--- src/rtl/vec_issue_ctrl.sv ---
// Issue sequencer between the scalar-to-vector instruction FIFO and the vector dispatch decoder.
// Holds off issue while a multi-cycle multiply or a memory operation is outstanding.
module vec_issue_ctrl #(
    parameter int INSTRUCTION_BITS = 32,
    parameter int MUL_LATENCY      = 3,
    parameter int MEM_TIMEOUT      = 1024,
    parameter int CNT_BITS         = 16
) (
    input  logic                        clk,
    input  logic                        rst,
    input  logic                        fifo_valid,
    input  logic [INSTRUCTION_BITS-1:0] instr_in,
    output logic                        fifo_pop,
    output logic                        valid_instruction,
    input  logic                        ready_vector,
    input  logic                        memory_done,
    output logic                        busy,
    output logic                        mul_pending,
    output logic                        mem_pending,
    output logic                        mem_timeout_err,
    output logic [CNT_BITS-1:0]         issue_count,
    output logic [CNT_BITS-1:0]         stall_count
);

    localparam int MUL_W = (MUL_LATENCY > 1) ? $clog2(MUL_LATENCY) : 1;
    localparam int MEM_W = (MEM_TIMEOUT > 1) ? $clog2(MEM_TIMEOUT) : 1;

    typedef enum logic [1:0] {
        IDLE     = 2'd0,
        MUL_WAIT = 2'd1,
        MEM_WAIT = 2'd2
    } state_t;

    state_t              state_q, state_d;
    logic [MUL_W-1:0]    mul_cnt_q, mul_cnt_d;
    logic [MEM_W-1:0]    mem_cnt_q, mem_cnt_d;
    logic                err_q, err_d;
    logic [CNT_BITS-1:0] issue_cnt_q, issue_cnt_d;
    logic [CNT_BITS-1:0] stall_cnt_q, stall_cnt_d;

    logic       issue;
    logic       is_mem;
    logic       is_mul;
    logic [6:0] opcode;
    logic [8:0] choice;
    logic       unused_instr;

    assign opcode       = instr_in[6:0];
    assign choice       = {instr_in[14:12], instr_in[31:26]};
    assign unused_instr = ^instr_in;

    always_comb begin
        is_mem = (opcode == 7'b0000111) || (opcode == 7'b0100111);
        is_mul = 1'b0;
        case (choice)
            9'b010100101, 9'b110100101, 9'b010100111, 9'b110100111,
            9'b010100100, 9'b110100100, 9'b010100110, 9'b110100110,
            9'b010101101, 9'b110101101, 9'b010101001, 9'b110101001: is_mul = 1'b1;
            default: is_mul = 1'b0;
        endcase
    end

    assign valid_instruction = fifo_valid && (state_q == IDLE);
    assign issue             = valid_instruction && ready_vector;
    assign fifo_pop          = issue;

    always_comb begin
        state_d     = state_q;
        mul_cnt_d   = mul_cnt_q;
        mem_cnt_d   = mem_cnt_q;
        err_d       = err_q;
        issue_cnt_d = issue_cnt_q + CNT_BITS'(issue);
        stall_cnt_d = stall_cnt_q + CNT_BITS'(fifo_valid && !issue);

        case (state_q)
            IDLE: begin
                if (issue) begin
                    // Memory classification takes priority over the multiply decode.
                    if (is_mem) begin
                        state_d   = MEM_WAIT;
                        mem_cnt_d = '0;
                    end else if (is_mul && (MUL_LATENCY > 1)) begin
                        state_d   = MUL_WAIT;
                        mul_cnt_d = MUL_W'(MUL_LATENCY - 1);
                    end
                end
            end
            MUL_WAIT: begin
                mul_cnt_d = mul_cnt_q - 1'b1;
                if (mul_cnt_q == MUL_W'(1)) begin
                    state_d = IDLE;
                end
            end
            MEM_WAIT: begin
                if (memory_done) begin
                    state_d = IDLE;
                end else if (mem_cnt_q == MEM_W'(MEM_TIMEOUT - 1)) begin
                    state_d = IDLE;
                    err_d   = 1'b1;
                end else begin
                    mem_cnt_d = mem_cnt_q + 1'b1;
                end
            end
            default: state_d = IDLE;
        endcase
    end

    always_ff @(posedge clk) begin
        if (rst) begin
            state_q     <= IDLE;
            mul_cnt_q   <= '0;
            mem_cnt_q   <= '0;
            err_q       <= 1'b0;
            issue_cnt_q <= '0;
            stall_cnt_q <= '0;
        end else begin
            state_q     <= state_d;
            mul_cnt_q   <= mul_cnt_d;
            mem_cnt_q   <= mem_cnt_d;
            err_q       <= err_d;
            issue_cnt_q <= issue_cnt_d;
            stall_cnt_q <= stall_cnt_d;
        end
    end

    assign busy            = (state_q != IDLE);
    assign mul_pending     = (state_q == MUL_WAIT);
    assign mem_pending     = (state_q == MEM_WAIT);
    assign mem_timeout_err = err_q;
    assign issue_count     = issue_cnt_q;
    assign stall_count     = stall_cnt_q;

endmodule

--- config.mk ---
export PLATFORM = sky130hd
export DESIGN_NAME = vec_issue_ctrl
export DESIGN_NICKNAME = d
export VERILOG_FILES = /design/src/rtl/vec_issue_ctrl.sv
export SDC_FILE = /design/constraint.sdc
export NUM_CORES = 1
export LEC_CHECK = 0
export ABC_CLOCK_PERIOD_IN_PS = 2800
export BUFFER_PORTS_ARGS = -buffer_cell sky130_fd_sc_hd__buf_2
export CAP_MARGIN = 20
export CELL_PAD_IN_SITES_DETAIL_PLACEMENT = 1
export CELL_PAD_IN_SITES_GLOBAL_PLACEMENT = 2
export CORE_MARGIN = 4
export CORE_UTILIZATION = 30
export CTS_BUF_LIST = sky130_fd_sc_hd__clkbuf_8
export DETAILED_ROUTE_END_ITERATION = 6
export HOLD_SLACK_MARGIN = 0.06
export PLACE_DENSITY_LB_ADDON = 0.1
export SETUP_SLACK_MARGIN = 0.5
export SLEW_MARGIN = 20
export SYNTH_ARGS = -nofsm -noshare
export SYNTH_HDL_FRONTEND = slang
export SYNTH_SLANG_ARGS = --single-unit
--- constraint.sdc ---
create_clock -name clk -period 2.8 [get_ports clk]
set_input_delay 0.42 -clock clk [delete_from_list [all_inputs] [get_ports clk]]
set_output_delay 0.42 -clock clk [all_outputs]
set_load 0.05 [all_outputs]
### Yosys cells after proc, flatten, opt, wreduce, memory -nomap -nowiden

Index checks and enable logic that the tools add are counted.

| word-level totals | value |
|---|---|
| output and inout bits | 38 |
| logic and storage cells | 69 |
| register bits after elaboration | 47 |

| operators by class | value |
|---|---|
| bitwise logic cells | 1 |
| add/sub/neg operators | 4 |
| equality and inequality tests | 27 |
| reductions and logical operators | 14 |
| multiplexer cells | 17 |

Operator list:

| kind | count |
|---|---|
| == test 9 x 8 -> 1 bit, second input constant | 6 |
| == test 9 bit, second input constant | 6 |
| 2-to-1 mux 10 bit | 4 |
| adder 16 x 1 -> 16 bit | 2 |
| case mux 10 bit (2 select lines) | 1 |
| 2-to-1 mux 2 bit | 9 |
| inequality test 2 bit, second input constant | 6 |
| OR reduction 12 bit | 1 |
| adder 10 x 1 -> 10 bit, second input constant | 1 |
| == test 10 bit, second input constant | 1 |
| AND reduction 4 bit | 2 |
| == test 7 x 3 -> 1 bit, second input constant | 1 |
| == test 7 x 6 -> 1 bit, second input constant | 1 |
| case mux 2 bit (3 select lines) | 1 |
| nonzero test 2 bit | 3 |
| AND reduction 5 bit | 1 |
| == test 2 x 1 -> 1 bit, second input constant | 2 |
| case mux 2 bit (2 select lines) | 1 |
| logical AND 1 bit | 3 |
| inequality test 3 x 2 -> 1 bit, second input constant | 1 |
| inequality test 3 bit, second input constant | 1 |
| AND reduction 3 bit | 1 |
| == test 2 bit, second input constant | 1 |
| zero test 2 bit | 1 |
| 6 further kinds | 6 |

### Logic depth before layout (Yosys ltp)

| logic depth | value |
|---|---|
| depth after elaboration | 7 |
| gate-level depth with buffers | 9 |
| depth with buffers taken out | 8 |

### Worst setup path after synthesis

No wires, ideal clock.

| path | value |
|---|---|
| kind | register -> register |
| start | reg state_q[1] |
| end | reg stall_cnt_q[14], in the netlist stall_count[14] |
| path buffers | 1 |
| library setup time | 70 ps |
| data required time | 2,730 ps |
| data arrival time | 2,268 ps |
| cell stages (with the launch flop) | 10 |
| setup slack | 462 ps |
| cell sequence | dfxtp_1 -> clkbuf_1 -> and4bb_2 -> nor2_1 -> ha_1 -> ha_1 -> nand2_1 -> or3_1 -> or3_1 -> a21oi_1 |

| on the way | value |
|---|---|
| longest elaborated chain between the ends | 6 |

Ends and longest elaborated chain:

| what | RTL line | text |
|---|---|---|
| start: declaration | 34 | `state_t state_q, state_d;` |
| start signal: assignment | 117 | `state_q <= state_d;` |
| zero test 2 bit | 63 | `assign valid_instruction = fifo_valid && (state_q == IDLE);` |
| logical AND 1 bit | 63 |  |
| logical AND 1 bit | 64 | `assign issue = valid_instruction && ready_vector;` |
| net fifo_pop | 13 | `output logic fifo_pop,` |
| zero test 1 bit | 73 | `stall_cnt_d = stall_cnt_q + CNT_BITS'(fifo_valid && !issue);` |
| logical AND 1 bit | 73 |  |
| adder 16 x 1 -> 16 bit | 73 |  |
| end signal: assignment | 122 | `stall_cnt_q <= stall_cnt_d;` |
| end: declaration | 39 | `logic [CNT_BITS-1:0] stall_cnt_q, stall_cnt_d;` |

The timed path passes the listed nets, and every way through them passes these cells.
A chain may end at the register's enable or synchronous reset.

### Worst setup path in the final report

| path | value |
|---|---|
| start | reg state_q[1] |
| end | reg stall_cnt_q[14], in the netlist stall_count[14] |

| on the way | value |
|---|---|
| longest elaborated chain between the ends | 6 |

Ends and longest elaborated chain:

| what | RTL line |
|---|---|
| zero test 2 bit | 63 |
| logical AND 1 bit | 63 |
| logical AND 1 bit | 64 |
| zero test 1 bit | 73 |
| logical AND 1 bit | 73 |
| adder 16 x 1 -> 16 bit | 73 |

No other way between the ends.

==> impl_metrics.tcl <==
set metrics [dict create \
    status "completed" \
    core-area_sq_um 7210 \
    startpoint_type "flop" \
    htree_levels 2 \
    die_h_microns 93.9 \
    synthTopCellsByCount "dfxtp_1, nor2_1, nand3_1" \
    reg2reg_depth 8 \
    p_sw_frac 0.243 \
    r2r_start "state_q[1]$_SDFFE_PP0P_" \
    grt_max_degree 44 \
    finalPower_mw 1.14 \
    wl_per_cell_microns 13.8 \
    drt_wl_total_microns 5610 \
    route.detailed.drc 0 \
    finalClockSkew_ns 0.00340 \
    pwr-share-clk 0.338 \
    n_fill_cell 885 \
    ys_seq_area_frac 0.425 \
    switching_power_mw 0.276 \
    nets 352 \
    synth_cells 253 \
    path_depth 8 \
    holdPathEnd "mul_cnt_q[1]$_SDFFE_PP0P_" \
    core.rowCount 31 \
    antenna_cells 0 \
    top_layer_used "met4" \
    port_buffers 56 \
    setup_viol 0 \
    placed_cell_area_sq_um 2600 \
    grt_pass1_wl_microns 9540 \
    start_util 0.307 \
    wl_met3_microns 270 \
    gp_congestion 0.712 \
    synth_area_leaders "dfxtp_1, xor2_1, nor2_1" \
    syn_area_sq_um 2210 \
    synth_cell_types 46 \
    design_area_sq_um 2680 \
    yosys.area.top_type "dfxtp_1" \
    slew_headroom 0.462 \
    fin_ws_ns 0.659 \
    async_flop_share 0 \
    worst_pin_slew_ns 0.800 \
    place_ws_ns 0.452 \
    overflow 0 \
    clock-sinks 47 \
    worstSetupEndpointType "flop" \
    numCtsBuffers 5 \
    synthFlopType "dfxtp_1" \
    ir_drop_mv 0.168 \
    path_clk_slew_ns 0.08 \
    yosys_register_bits 47 \
    max_freq_ghz 0.467 \
    intPower_mw 0.860 \
    pwr-share-comb 0.067 \
    wl_met1_microns 2600 \
    synth_edf_count 0 \
    cpMostUsedCell "or3_1" \
    synth_nets 296 \
    place_hpwl_microns 4170 \
    ant_nets 0 \
    reg2reg_slack_ns 0.66 \
    hold_path.class "input pin to flop" \
    layout-drive-gt1-share 0.240 \
    slew_viol_final 0 \
    tritoncts "yes" \
    hold_path_depth 4 \
    clockBufferDepth 2 \
    leakagePower_nw 1.08 \
    crit_path_top_delay_cell "dfxtp_4" \
    min-delay-start "instr_in[12]" \
    grt.total_usage 0.133 \
    drt-vias-per-instance 5.10 \
    hold_ws_ns 0.438 \
    r2r_end "stall_count[14]$_SDFF_PP0_" \
    p_seq_frac 0.595 \
    critPathLaunch "state_q[1]$_SDFFE_PP0P_" \
    cp.required_ns 3.03 \
    synth_most_common_cell "dfxtp_1" \
    cp_max_fo 11 \
    cellPowerDensity_nw_per_um2 423 \
    first_global_vias 2061 \
    clock_latency_ns 0.29 \
    cp_data_arrival_time_ns 2.37 \
    first_pass_iters 4 \
    finalHoldViolCount 0 \
    syn2layout_area_growth_pct 21.1 \
    cts_setup_buffers 0 \
    crit_chain "and4bb_4, nor2_1, ha_1, ha_2, nand2_1, or3_1, or3_1, a21oi_1" \
    fin_crit_sh 0.765 \
    wl_met2_microns 2650 \
    vias 2075 \
    die_w_microns 93.9 \
    cpPeakStageDelay_ns 0.40 \
    die-area_sq_um 8820 \
    antenna_found_initial 0 \
    path_buf_inv 0 \
    root_buffer "clkbuf_8" \
    rsz0062_at_grt "false" \
    ys_warn_count 0 \
    synth_top_area_share 0.425 \
    cap_violations 0 \
    synth_area_per_cell_sq_um 8.75 \
    io-pin-count 75 \
    crit_family "simple AND/OR/NAND/NOR gates" \
    critPathKind "flop to flop" \
    tns_ns 0 \
    final.min_clock_period_ns 2.14 \
    drt_iter0_drc 25 \
]
==> tightest hold or removal path: cells and delay by family <==
family	cells	cell delay [ns]
AND/OR/NAND/NOR	2	0.13
buffers and inverters	1	0.07
AO/OA/AOI/OAI	1	0.06
==> layer usage <==
layer | vias to the layer above | global-route usage
li1 | 1023 | -
met1 | 1003 | 0.163
met2 | 41 | 0.227
met3 | 8 | 0.0345
met4 | 0 | 0.0433
met5 | - | 0
==> registers in the layout, indices dropped and copies added (netlist names) <==
name and flops:
issue_count 16, mul_cnt_q 2, mem_timeout_err 1, mem_cnt_q 10, state_q 2, stall_count 16
==> per-stage QoR <==
| step | util | instances |
|---|---|---|
| 5_1_grt | 0.372 | 407 |
| 3_3_place_gp | 0.360 | 401 |
| 4_1_cts | 0.371 | 407 |
| 2_1_floorplan | - | 253 |
| 6_report | 0.372 | 407 |
| 3_5_place_dp | 0.360 | 401 |
==> cells in the final DEF, fill, tap and decap left out, types with 8 or more instances in the layout <==
cell	n
a21oi_1	17
nand4_1	8
xor2_1	13
nand2_1	13
dfxtp_1	46
buf_2	56
o21ai_0	10
nand3_1	19
nor2_1	29
nor2b_1	8
or3_1	12
xnor2_1	9
==> logic make-up after synthesis <==
group	synth area share
AND/OR/NAND/NOR	0.313
flip-flops	0.425
AO/OA/AOI/OAI	0.113
XOR/XNOR	0.0870
buffers and inverters	0.0232
adder cells (fa/ha/maj)	0.0339
multiplexers	0.00508
==> how the worst max path moves through the flow <==
| stage | endpoint | slack (ns) |
|---|---|---|
| 6_report | stall_count[14]$_SDFF_PP0_ | 0.66 |
| 5_1_grt | mem_cnt_q[3]$_SDFFE_PP0P_ | 0.52 |
| 4_1_cts | stall_count[14]$_SDFF_PP0_ | 0.57 |
| 3_5_place_dp | stall_count[15]$_SDFF_PP0_ | 0.45 |
| 3_3_place_gp | stall_count[14]$_SDFF_PP0_ | 0.49 |
| 2_1_floorplan | stall_count[14]$_SDFF_PP0_ | 0.57 |
==> area by class of cell <==
cell class / count / area [sq um] / share of cell area
inverters: 5 / 18.8 / 0.00700
multi-input cells: 193 / 1230 / 0.460
well taps: 99 / 124 / 0.0462
clock buffers: 5 / 68.8 / 0.0257
clock inverters: 1 / 3.75 / 0.00140
flip-flops and latches: 47 / 945 / 0.352
repair buffers: 57 / 288 / 0.107
==> power groups by stage <==
stage | clock network [mW] | registers, mW | logic [mW]
5_1_grt | 0.425 | 0.676 | 0.0829
6_report | 0.384 | 0.676 | 0.0757
2_1_floorplan | 0 | 0.708 | 0.0322
4_1_cts | 0.404 | 0.677 | 0.0775
3_5_place_dp | 0 | 0.692 | 0.0774
3_3_place_gp | 0 | 0.692 | 0.0756
==> repair_timing <==
item / CTS / global route
hold buffers: 0 / 0
endpoints found under the setup margin: 2 / 1
gates resized for setup: 2 / 2
No activity file was read; power rests on OpenSTA's default activity.
